===== src/rtl/mux_pkg.sv =====
// Shared definitions for the mux datapath: symbol width/type and the packer's default sizes.
package mux_pkg;
  localparam int SYM_W      = 2;
  localparam int WORD_W_DEF = 8;
  localparam int CNT_W_DEF  = 8;

  typedef logic [SYM_W-1:0] sym_t;
endpackage


===== src/rtl/sym_accumulator.sv =====
// Collects symbols into slots of a word-wide accumulator and flags when a word is complete,
// either because the last slot was filled or because a flush closed a partial word.
module sym_accumulator
  import mux_pkg::*;
#(
  parameter int WORD_W = WORD_W_DEF
) (
  input  logic              clk,
  input  logic              reset_L,
  input  sym_t              data_in,
  input  logic              accept,
  input  logic              flush,
  input  logic              handoff,
  output logic [WORD_W-1:0] acc,
  output logic              handoff_req
);
  localparam int SYMS = WORD_W / SYM_W;
  localparam int CW   = $clog2(SYMS);

  logic [SYMS-1:0][SYM_W-1:0] acc_reg, acc_next;
  logic [CW-1:0] sym_cnt_reg, sym_cnt_next, base_cnt;
  logic acc_full_reg, acc_full_next;
  logic flush_pending_reg, flush_pending_next;
  logic stalled, complete_full, complete_flush;

  assign handoff_req = acc_full_reg | flush_pending_reg;
  assign stalled     = handoff_req & ~handoff;

  // A hand-off this cycle empties the accumulator, so a same-cycle symbol starts at slot 0.
  assign base_cnt       = handoff ? '0 : sym_cnt_reg;
  assign complete_full  = accept & (base_cnt == CW'(SYMS - 1));
  assign complete_flush = flush & ~stalled & ~complete_full & (accept | (base_cnt != '0));

  for (genvar gi = 0; gi < SYMS; gi++) begin : g_slot
    assign acc_next[gi] = (accept && (base_cnt == CW'(gi))) ? data_in
                        : (handoff ? '0 : acc_reg[gi]);
  end

  always_comb begin
    sym_cnt_next       = complete_full ? '0 : base_cnt + CW'(accept);
    acc_full_next      = stalled ? acc_full_reg : complete_full;
    flush_pending_next = stalled ? flush_pending_reg : complete_flush;
  end

  always_ff @(posedge clk or negedge reset_L) begin
    if (!reset_L) begin
      acc_reg           <= '0;
      sym_cnt_reg       <= '0;
      acc_full_reg      <= 1'b0;
      flush_pending_reg <= 1'b0;
    end else begin
      acc_reg           <= acc_next;
      sym_cnt_reg       <= sym_cnt_next;
      acc_full_reg      <= acc_full_next;
      flush_pending_reg <= flush_pending_next;
    end
  end

  assign acc = acc_reg;
endmodule


===== src/rtl/mux_word_packer.sv =====
// Packs the 2-bit symbol stream into WORD_W-bit words (LSB first) behind a double-buffered
// valid/ready output stage, counting every word handed to the consumer.
module mux_word_packer
  import mux_pkg::*;
#(
  parameter int WORD_W = WORD_W_DEF,
  parameter int CNT_W  = CNT_W_DEF
) (
  input  logic              clk,
  input  logic              reset_L,
  input  sym_t              data_in,
  input  logic              valid_in,
  output logic              in_ready,
  input  logic              flush,
  output logic [WORD_W-1:0] data_out,
  output logic              valid_out,
  input  logic              out_ready,
  output logic [CNT_W-1:0]  word_cnt
);
  logic [WORD_W-1:0] acc;
  logic [WORD_W-1:0] data_out_reg;
  logic              valid_out_reg;
  logic [CNT_W-1:0]  word_cnt_reg;
  logic handoff_req, out_free, handoff, accept;

  // The output register is free when empty or being drained this very cycle.
  assign out_free = ~valid_out_reg | out_ready;
  assign handoff  = handoff_req & out_free;
  assign in_ready = reset_L & (~handoff_req | out_free);
  assign accept   = valid_in & in_ready;

  sym_accumulator #(
    .WORD_W (WORD_W)
  ) u_acc (
    .clk         (clk),
    .reset_L     (reset_L),
    .data_in     (data_in),
    .accept      (accept),
    .flush       (flush),
    .handoff     (handoff),
    .acc         (acc),
    .handoff_req (handoff_req)
  );

  always_ff @(posedge clk or negedge reset_L) begin
    if (!reset_L) begin
      data_out_reg  <= '0;
      valid_out_reg <= 1'b0;
      word_cnt_reg  <= '0;
    end else begin
      if (handoff) begin
        data_out_reg  <= acc;
        valid_out_reg <= 1'b1;
      end else if (out_ready) begin
        valid_out_reg <= 1'b0;
      end
      if (valid_out_reg && out_ready) begin
        word_cnt_reg <= word_cnt_reg + 1'b1;
      end
    end
  end

  assign data_out  = data_out_reg;
  assign valid_out = valid_out_reg;
  assign word_cnt  = word_cnt_reg;
endmodule

===== config.mk =====
export PLATFORM = sky130hd
export DESIGN_NAME = mux_word_packer
export DESIGN_NICKNAME = d
export VERILOG_FILES = /design/src/rtl/mux_pkg.sv /design/src/rtl/sym_accumulator.sv /design/src/rtl/mux_word_packer.sv
export SDC_FILE = /design/constraint.sdc
export NUM_CORES = 1
export LEC_CHECK = 0
export CAP_MARGIN = 5
export CORE_MARGIN = 1.5
export CORE_UTILIZATION = 50
export DETAILED_ROUTE_END_ITERATION = 10
export DONT_BUFFER_PORTS = 1
export SYNTH_ARGS = -nofsm -noshare
export SYNTH_HDL_FRONTEND = slang
export SYNTH_SLANG_ARGS = --single-unit

===== constraint.sdc =====
create_clock -name clk -period 2.7 [get_ports clk]
set_clock_uncertainty 0.05 [all_clocks]
set_input_delay 0.81 -clock clk [delete_from_list [all_inputs] [get_ports clk]]
set_output_delay 0.81 -clock clk [all_outputs]
set_load 0.005 [all_outputs]

==> flow_summary.yaml, run 1 <==
critical_path:
  path_cells: "or2_1, nand2_1, and2_1"
  startpoint_type: "register"
  max_stage_delay_ns: 0.39
  required_ns: 1.84
  cp-end-kind: "primary output"
  critical_path.max_fanout: 6
  critPathArrivalTime_ns: 1.32
  crit_slowest_cell: "dfrtp_1"
  critPathKind: "reg -> out"
routing:
  drt_iter0_drc: 10
  wl_per_cell_um: 13.09
  routed_wl_um: 2082
  ant_nets: 0
  via_count: 854
  firstDrtPassIters: 4
  drc: 0
  vias_per_cell: 5.371
sta:
  final-hold-violation-count: 0
  timing.final.crit_share: 0.8065
  max_freq_mhz: 459.3
  fin_ws_ns: 0.5226
  fin_tns_setup_ns: 0
  rsz0062_at_grt: "false"
  max_slew_margin: 0.5886
  setup_viol: 0
  slew_viol_final: 0
  post-route-min-period_ns: 2.177
  worst_pin_slew_ns: 0.6149
placement:
  dp_slack_ns: 0.6343
  placedInstanceArea_um2: 1285
  hpwl_um: 1504
  dp_cells: 151
  place.gp.congestion: 0.7868
  portBuffers: 0
grt:
  grt_pass1_wl_um: 3463
  grt_max_degree: 34
  grt_pass1_vias: 832
  grt.overflow.total: 0
  antenna_found_initial: 0
  grt_usage: 0.1776
clock_network:
  cts_htree_levels: 2
  clkLatencyLatePin_ns: 0.33
  cts-buffers-inserted: 5
  cts_setup_buffers: 0
  clk_path_buf_depth: 2
  cts_resized: 0
  cts_hold_buf: 0
  root_buffer: "clkbuf_4"
  cts_tree: "built"
  cts_sinks: 29
  path_clk_slew_ns: 0.10
yosys:
  ys_seq_area_frac: 0.5765
  synth_area_leaders: "dfrtp_1 58%, nand2_1 12%, xnor2_1 4.2%"
  ys_async_sr_fraction: 1.000
  ys_dominant_reg_cell: "dfrtp_1"
  synth_area_per_cell_um2: 10.15
  synth.distinct_cells: 29
  yosysWarningCount: 0
  synth_common_cells: "40 x nand2_1, 29 x dfrtp_1, 11 x nor2_1"
  synth-seq-cells: 29
  synth_area_um2: 1259
  synthCells: 124
  synth_edf_count: 0
  yosysTopAreaCell: "dfrtp_1"
  synth_nets: 132
  synth_most_common_cell: "nand2_1"
  yosysTopAreaCellShare: 0.5765
layout:
  n_antenna_cell: 0
  fin_nets: 138
  fin_area_um2: 1340
  fin_cells: 159
  area_growth_pct: 6.462
  drive_gt1_frac: 0.1069
power_and_ir_drop:
  power_density_nw_per_um2: 1005
  ir_worst_vdd_v: 0.0006486
  p_leak_uw: 0.0006488
die:
  num_rows: 17
  die-area_um2: 2828
  die_y_um: 53.18
  core_area_um2: 2297
  die_w_um: 53.18
  io_pins: 25
  start_util: 0.5479
min_path:
  worstHoldPathType: "in -> async"
status:
  status: "finished clean"
run:
  cap_violations: 0
[area by class of cell]
class                           instances  area [um2]
Clock buffer                            5       37.54
Clock inverter                          3       17.52
Fill cell                             216       957.2
Inverter                                3       11.26
Multi-Input combinational cell         90       505.5
Sequential cell                        29       725.7
Tap cell                               28       35.03
Timing Repair Buffer                    1       7.507
[placed cells by master, fill, tap and decap left out, types with 2 or more instances in the layout]
cell / count
o32ai_1: 2
o21ai_0: 2
clkbuf_4: 5
nor2_1: 11
nand2_1: 40
mux2i_1: 4
xnor2_1: 6
dfrtp_1: 29
and2_1: 2
nand3_1: 4
inv_1: 3
clkinv_2: 2
nand4_1: 3
[through the flow]
| step | total power [uW] | utilization | hold slack [ns] |
|---|---|---|---|
| after floorplan | 1038 | - | 0.3880 |
| after global routing | 1464 | 0.5833 | 0.08301 |
| after detailed placement | 1114 | 0.5594 | 0.4099 |
| final | 1346 | 0.5833 | 0.1112 |
| after global placement | 1100 | 0.5594 | 0.4032 |
| after CTS | 1366 | 0.5833 | 0.09762 |
[report_power, final]
group	total, uW	internal, uW	switching (uW)
Clock	248	97.9	150
Sequential	743	590	152
Combinational	355	146	209
Total	1350	834	512
[cells by family (layout without fill, tap and decap cells)]
logic type	after synthesis	after routing	synth area share
flip-flops	29	29	0.5765
AO/OA/AOI/OAI	9	9	0.05765
buffers and inverters	5	12	0.02186
multiplexers	5	5	0.04076
XOR/XNOR	8	8	0.06163
adder cells (fa/ha/maj)	1	1	0.009939
AND/OR/NAND/NOR	67	67	0.2316
[layer usage]
| layer | GRT usage | part of all wire |
|---|---|---|
| met5 | 0 | 0 |
| met4 | 0.1111 | 0.022 |
| met3 | 0.07062 | 0.057 |
| met2 | 0.2667 | 0.45 |
| met1 | 0.2110 | 0.47 |
[worst paths after layout]
| kind | start | end | slack, ns | cells after the start |
|---|---|---|---|---|
| setup / recovery | u_acc.flush_pending_reg | in_ready | 0.52 | 3 |
| hold / removal | reset_L | u_acc.acc[4] | 0.11 | 0 |
| setup reg to reg | valid_out | data_out[0] | 1.17 | 5 |
| hold reg to reg | u_acc.acc[1] | data_out[1] | 0.42 | 2 |
| max in group asynchronous | reset_L | u_acc.sym_cnt_reg[0] | 2.40 | 0 |
| min in group clk | u_acc.acc[1] | data_out[1] | 0.42 | 2 |
[critical path: cells and delay by family, from the launching register on]
family / cells / cell delay (ns)
simple gates: 3 / 0.62
flops: 1 / 0.39
No activity file was read; power rests on OpenSTA's default activity.
==> run 2: changes to the inputs <==
Clock period 2.7 ns to 2.06 ns, I/O delays scaled along.
==> flow_summary.yaml, run 2 (synthesis gave the netlist of run 1 again) <==
layout:
  area_growth_pct: 9.841
  fin_cells: 161
  n_antenna_cell: 0
  fin_nets: 140
  drive_gt1_frac: 0.1203
  final_common_cell: "nand2_1"
  most-common-layout-cells: "40 x nand2_1, 29 x dfrtp_1, 11 x nor2_1"
  nFillCells: 214
  multiInputGateArea_um2: 505.5
  regArea_um2: 725.7
clock_network:
  cts_resized: 0
  path_clk_slew_ns: 0.09
  clk_path_buf_depth: 2
  clkLatencyLatePin_ns: 0.32
  cts_tree: "built"
  root_buffer: "clkbuf_4"
  cts_htree_levels: 2
  cts-buffers-inserted: 5
  cts_sinks: 29
power_and_ir_drop:
  p_comb_frac: 0.268
  seqPwrFrac: 0.523
  power_density_nw_per_um2: 1352
  switchingPower_uw: 690.7
  p_int_uw: 1179
  p_sw_frac: 0.3694
  ir_worst_vdd_v: 0.0008509
  pwr-share-clk: 0.209
  p_leak_uw: 0.0006736
grt:
  grt_pass1_wl_um: 3884
  antenna_found_initial: 0
  grt.overflow.total: 0
  grt_max_degree: 30
  grt_usage: 0.1964
  grt_pass1_vias: 889
sta:
  final-hold-violation-count: 0
  post-route-min-period_ns: 1.969
  setup_viol: 0
  max_slew_margin: 0.7419
  max_freq_mhz: 507.8
  fin_tns_setup_ns: 0
  worst_pin_slew_ns: 0.3842
  rsz0062_at_grt: "false"
  slew_viol_final: 0
  timing.final.crit_share: 0.9560
critical_path:
  r2r-start: "u_acc.flush_pending_reg"
  cp-end-kind: "primary output"
  startpoint_type: "register"
  crit_path_start: "u_acc.flush_pending_reg"
  required_ns: 1.39
  critPathArrivalTime_ns: 1.30
  critPathKind: "reg -> out"
  critical_path.max_fanout: 6
die:
  io_pins: 25
  core_area_um2: 2297
  start_util: 0.5479
  die_w_um: 53.18
  die-area_um2: 2828
  num_rows: 17
  die_y_um: 53.18
run:
  cap_violations: 0
placement:
  place.gp.congestion: 0.7845
  dp_cells: 152
  portBuffers: 0
  hpwl_um: 1610
routing:
  drc: 0
  wl_per_cell_um: 14.14
  vias_per_cell: 5.323
  via_count: 857
  firstDrtPassIters: 4
  routed_wl_um: 2276
  ant_nets: 0
  drt_iter0_drc: 12
status:
  status: "finished clean"
min_path:
  worstHoldPathType: "in -> async"
==> run 2: area by class of cell <==
| class | count | share of cell area |
|---|---|---|
| Clock buffer | 7 | 0.04706 |
| Clock inverter | 1 | 0.003620 |
| Inverter | 3 | 0.008145 |
| Multi-Input combinational cell | 90 | 0.3656 |
| Sequential cell | 29 | 0.5249 |
| Tap cell | 28 | 0.02534 |
| Timing Repair Buffer | 3 | 0.02534 |
==> run 2: per-stage QoR <==
| step | total power, uW | setup slack (ns) | instance area [um2] | hold slack (ns) | utilization |
|---|---|---|---|---|---|
| after floorplan | 1360 | 0.1942 | 1259 | 0.2724 | - |
| after global placement | 1460 | 0.3821 | 1292 | 0.2730 | 0.5626 |
| after detailed placement | 1484 | 0.3653 | 1292 | 0.2730 | 0.5626 |
| after CTS | 1893 | 0.07388 | 1383 | 0.05200 | 0.6019 |
| after global routing | 2021 | 0.02920 | 1383 | 0.03995 | 0.6019 |
| final | 1870 | 0.09063 | 1383 | 0.05341 | 0.6019 |
==> run 2: final timing paths <==
| check | to | slack, ns | cells past startpoint |
|---|---|---|---|
| max in group asynchronous | u_acc.acc[1] | 1.74 | 1 |
| setup / recovery | in_ready | 0.09 | 3 |
| setup reg to reg | u_acc.acc[1] | 0.56 | 4 |
| hold / removal | word_cnt[3] | 0.05 | 1 |
| min in group clk | u_acc.flush_pending_reg | 0.41 | 2 |
| hold reg to reg | data_out[1] | 0.43 | 2 |
==> run 2: repair_timing <==
item                      CTS  global route
setup buffers               0             0
hold buffers                1             0
hold endpoints to repair   29             0
==> run 2: routing by layer <==
layer	vias to the layer above	track usage	share of wire
met1	403	0.2491	0.45
met2	25	0.3042	0.47
met3	3	0.06215	0.060
met5	-	0	0
met4	0	0.08974	0.011
li1	426	-	-
==> run 2: power groups by stage <==
stage          combinational [uW]  clock (uW)  sequential, uW
2_1_floorplan                 416           0             944
6_report                      501         392             977
5_1_grt                       580         429            1010
3_3_place_gp                  478           0             983
4_1_cts                       511         401             981
3_5_place_dp                  492           0             992
==> run 2: worst max-delay path, stage by stage (launching register included) <==
cell     delay, ns
dfrtp_1       0.39
or2_1         0.34
nand2_1       0.11
and2_1        0.14
==> run 3: changes to the inputs <==
--- a/config.mk
+++ b/config.mk
@@ -7,2 +7,3 @@
 export LEC_CHECK = 0
+export ABC_CLOCK_PERIOD_IN_PS = 2060
 export CAP_MARGIN = 5
==> constraint.sdc (replaced) <==
create_clock -name clk -period 2.06 [get_ports clk]
set_clock_uncertainty 0.05 [all_clocks]
set_input_delay 0.412 -clock clk [delete_from_list [all_inputs] [get_ports clk]]
set_output_delay 0.412 -clock clk [all_outputs]
set_load 0.005 [all_outputs]
==> flow_summary.yaml, run 3 (synthesis gave the netlist of run 1 again) <==
status:
  status: "finished clean"
critical_path:
  critical_path.max_fanout: 5
  critPathKind: "reg -> out"
  critPathArrivalTime_ns: 1.37
  cp-end-kind: "primary output"
  startpoint_type: "register"
  required_ns: 1.60
die:
  die-area_um2: 2828
  io_pins: 25
  num_rows: 17
  die_w_um: 53.18
  start_util: 0.5479
  die_y_um: 53.18
  core_area_um2: 2297
clock_network:
  cts_setup_buffers: 0
  cts_tree: "built"
  cts-buffers-inserted: 5
  root_buffer: "clkbuf_4"
  path_clk_slew_ns: 0.09
  clk_path_buf_depth: 2
  cts_htree_levels: 2
  clkLatencyLatePin_ns: 0.32
  cts_sinks: 29
routing:
  wl_per_cell_um: 14.15
  vias_per_cell: 5.513
  routed_wl_um: 2264
  ant_nets: 0
  drc: 0
  firstDrtPassIters: 5
  drt_iter0_drc: 16
  via_count: 882
layout:
  fin_area_um2: 1373
  final_common_cell: "nand2_1"
  regArea_um2: 725.7
  n_antenna_cell: 0
  drive_gt1_frac: 0.1061
  area_growth_pct: 9.046
  fin_nets: 140
  multiInputGateArea_um2: 508.0
  nFillCells: 202
  most-common-layout-cells: "40 x nand2_1, 29 x dfrtp_1, 11 x nor2_1"
grt:
  grt_pass1_wl_um: 3684
  grt.overflow.total: 0
  grt_max_degree: 30
  antenna_found_initial: 0
  grt_usage: 0.1943
  grt_pass1_vias: 874
sta:
  timing.final.crit_share: 0.8900
  max_freq_mhz: 545.5
  post-route-min-period_ns: 1.833
  max_slew_margin: 0.7279
  worst_pin_slew_ns: 0.4050
  slew_viol_final: 0
  fin_ws_ns: 0.2267
  setup_viol: 0
  fin_tns_setup_ns: 0
  rsz0062_at_grt: "false"
  final-hold-violation-count: 0
power_and_ir_drop:
  power_density_nw_per_um2: 1322
  ir_worst_vdd_v: 0.0007455
  p_leak_uw: 0.0006637
placement:
  dp_slack_ns: 0.4535
  portBuffers: 0
  place.gp.congestion: 0.9148
  placedInstanceArea_um2: 1285
  hpwl_um: 1553
run:
  cap_violations: 0
min_path:
  worstHoldPathType: "in -> reg"
run 3: critical path, stage by stage (launching register included):
cell     delay (ns)
dfrtp_1        0.42
nor2b_2        0.32
nand2_1        0.12
and2_1         0.19
run 3: stage by stage:
step           std cells  total power [uW]    util  hold slack (ns)
3_5_place_dp         151              1466  0.5594          0.06699
4_1_cts              160              1834  0.5964           0.1965
3_3_place_gp         151              1446  0.5594          0.06699
5_1_grt              160              1970  0.5975           0.2091
2_1_floorplan        124              1360       -          0.06641
6_report             160              1815  0.5975           0.1983
run 3: area by class of cell:
type,count,area share
sequential,29,0.5287
multi-input combinational,90,0.3701
clock buffer,7,0.04011
timing repair buffer,3,0.02735
tap,28,0.02552
inverter,3,0.008204
run 3: what timing repair did:
action | in CTS | in global routing
setup endpoints to repair | 0 | 1
resized for setup | 0 | 1
hold buffers | 2 | 0
hold endpoints to repair | 29 | 0
run 3: routing by layer:
| layer | share of wire | up-vias | track usage |
|---|---|---|---|
| met5 | 0 | - | 0 |
| met4 | 0.025 | 0 | 0.1197 |
| met3 | 0.063 | 8 | 0.07627 |
| met2 | 0.46 | 29 | 0.2875 |
| met1 | 0.45 | 426 | 0.2362 |
| li1 | - | 419 | - |
run 3: power by group:
part | switching, uW | internal, uW | total [uW]
registers | 202 | 774 | 976
logic | 292 | 203 | 495
clock network | 184 | 161 | 344
run 3: path summary, 6_finish.rpt:
check	start	end	slack, ns	cells after the start
max in group asynchronous	reset_L	u_acc.acc[3]	1.32	2
min reg2reg	u_acc.acc[0]	data_out[0]	0.43	2
min in group asynchronous	reset_L	data_out[6]	0.48	2
max reg2reg	u_acc.flush_pending_reg	u_acc.acc[0]	0.55	4
max	valid_out	in_ready	0.23	3
min	flush	u_acc.flush_pending_reg	0.20	2
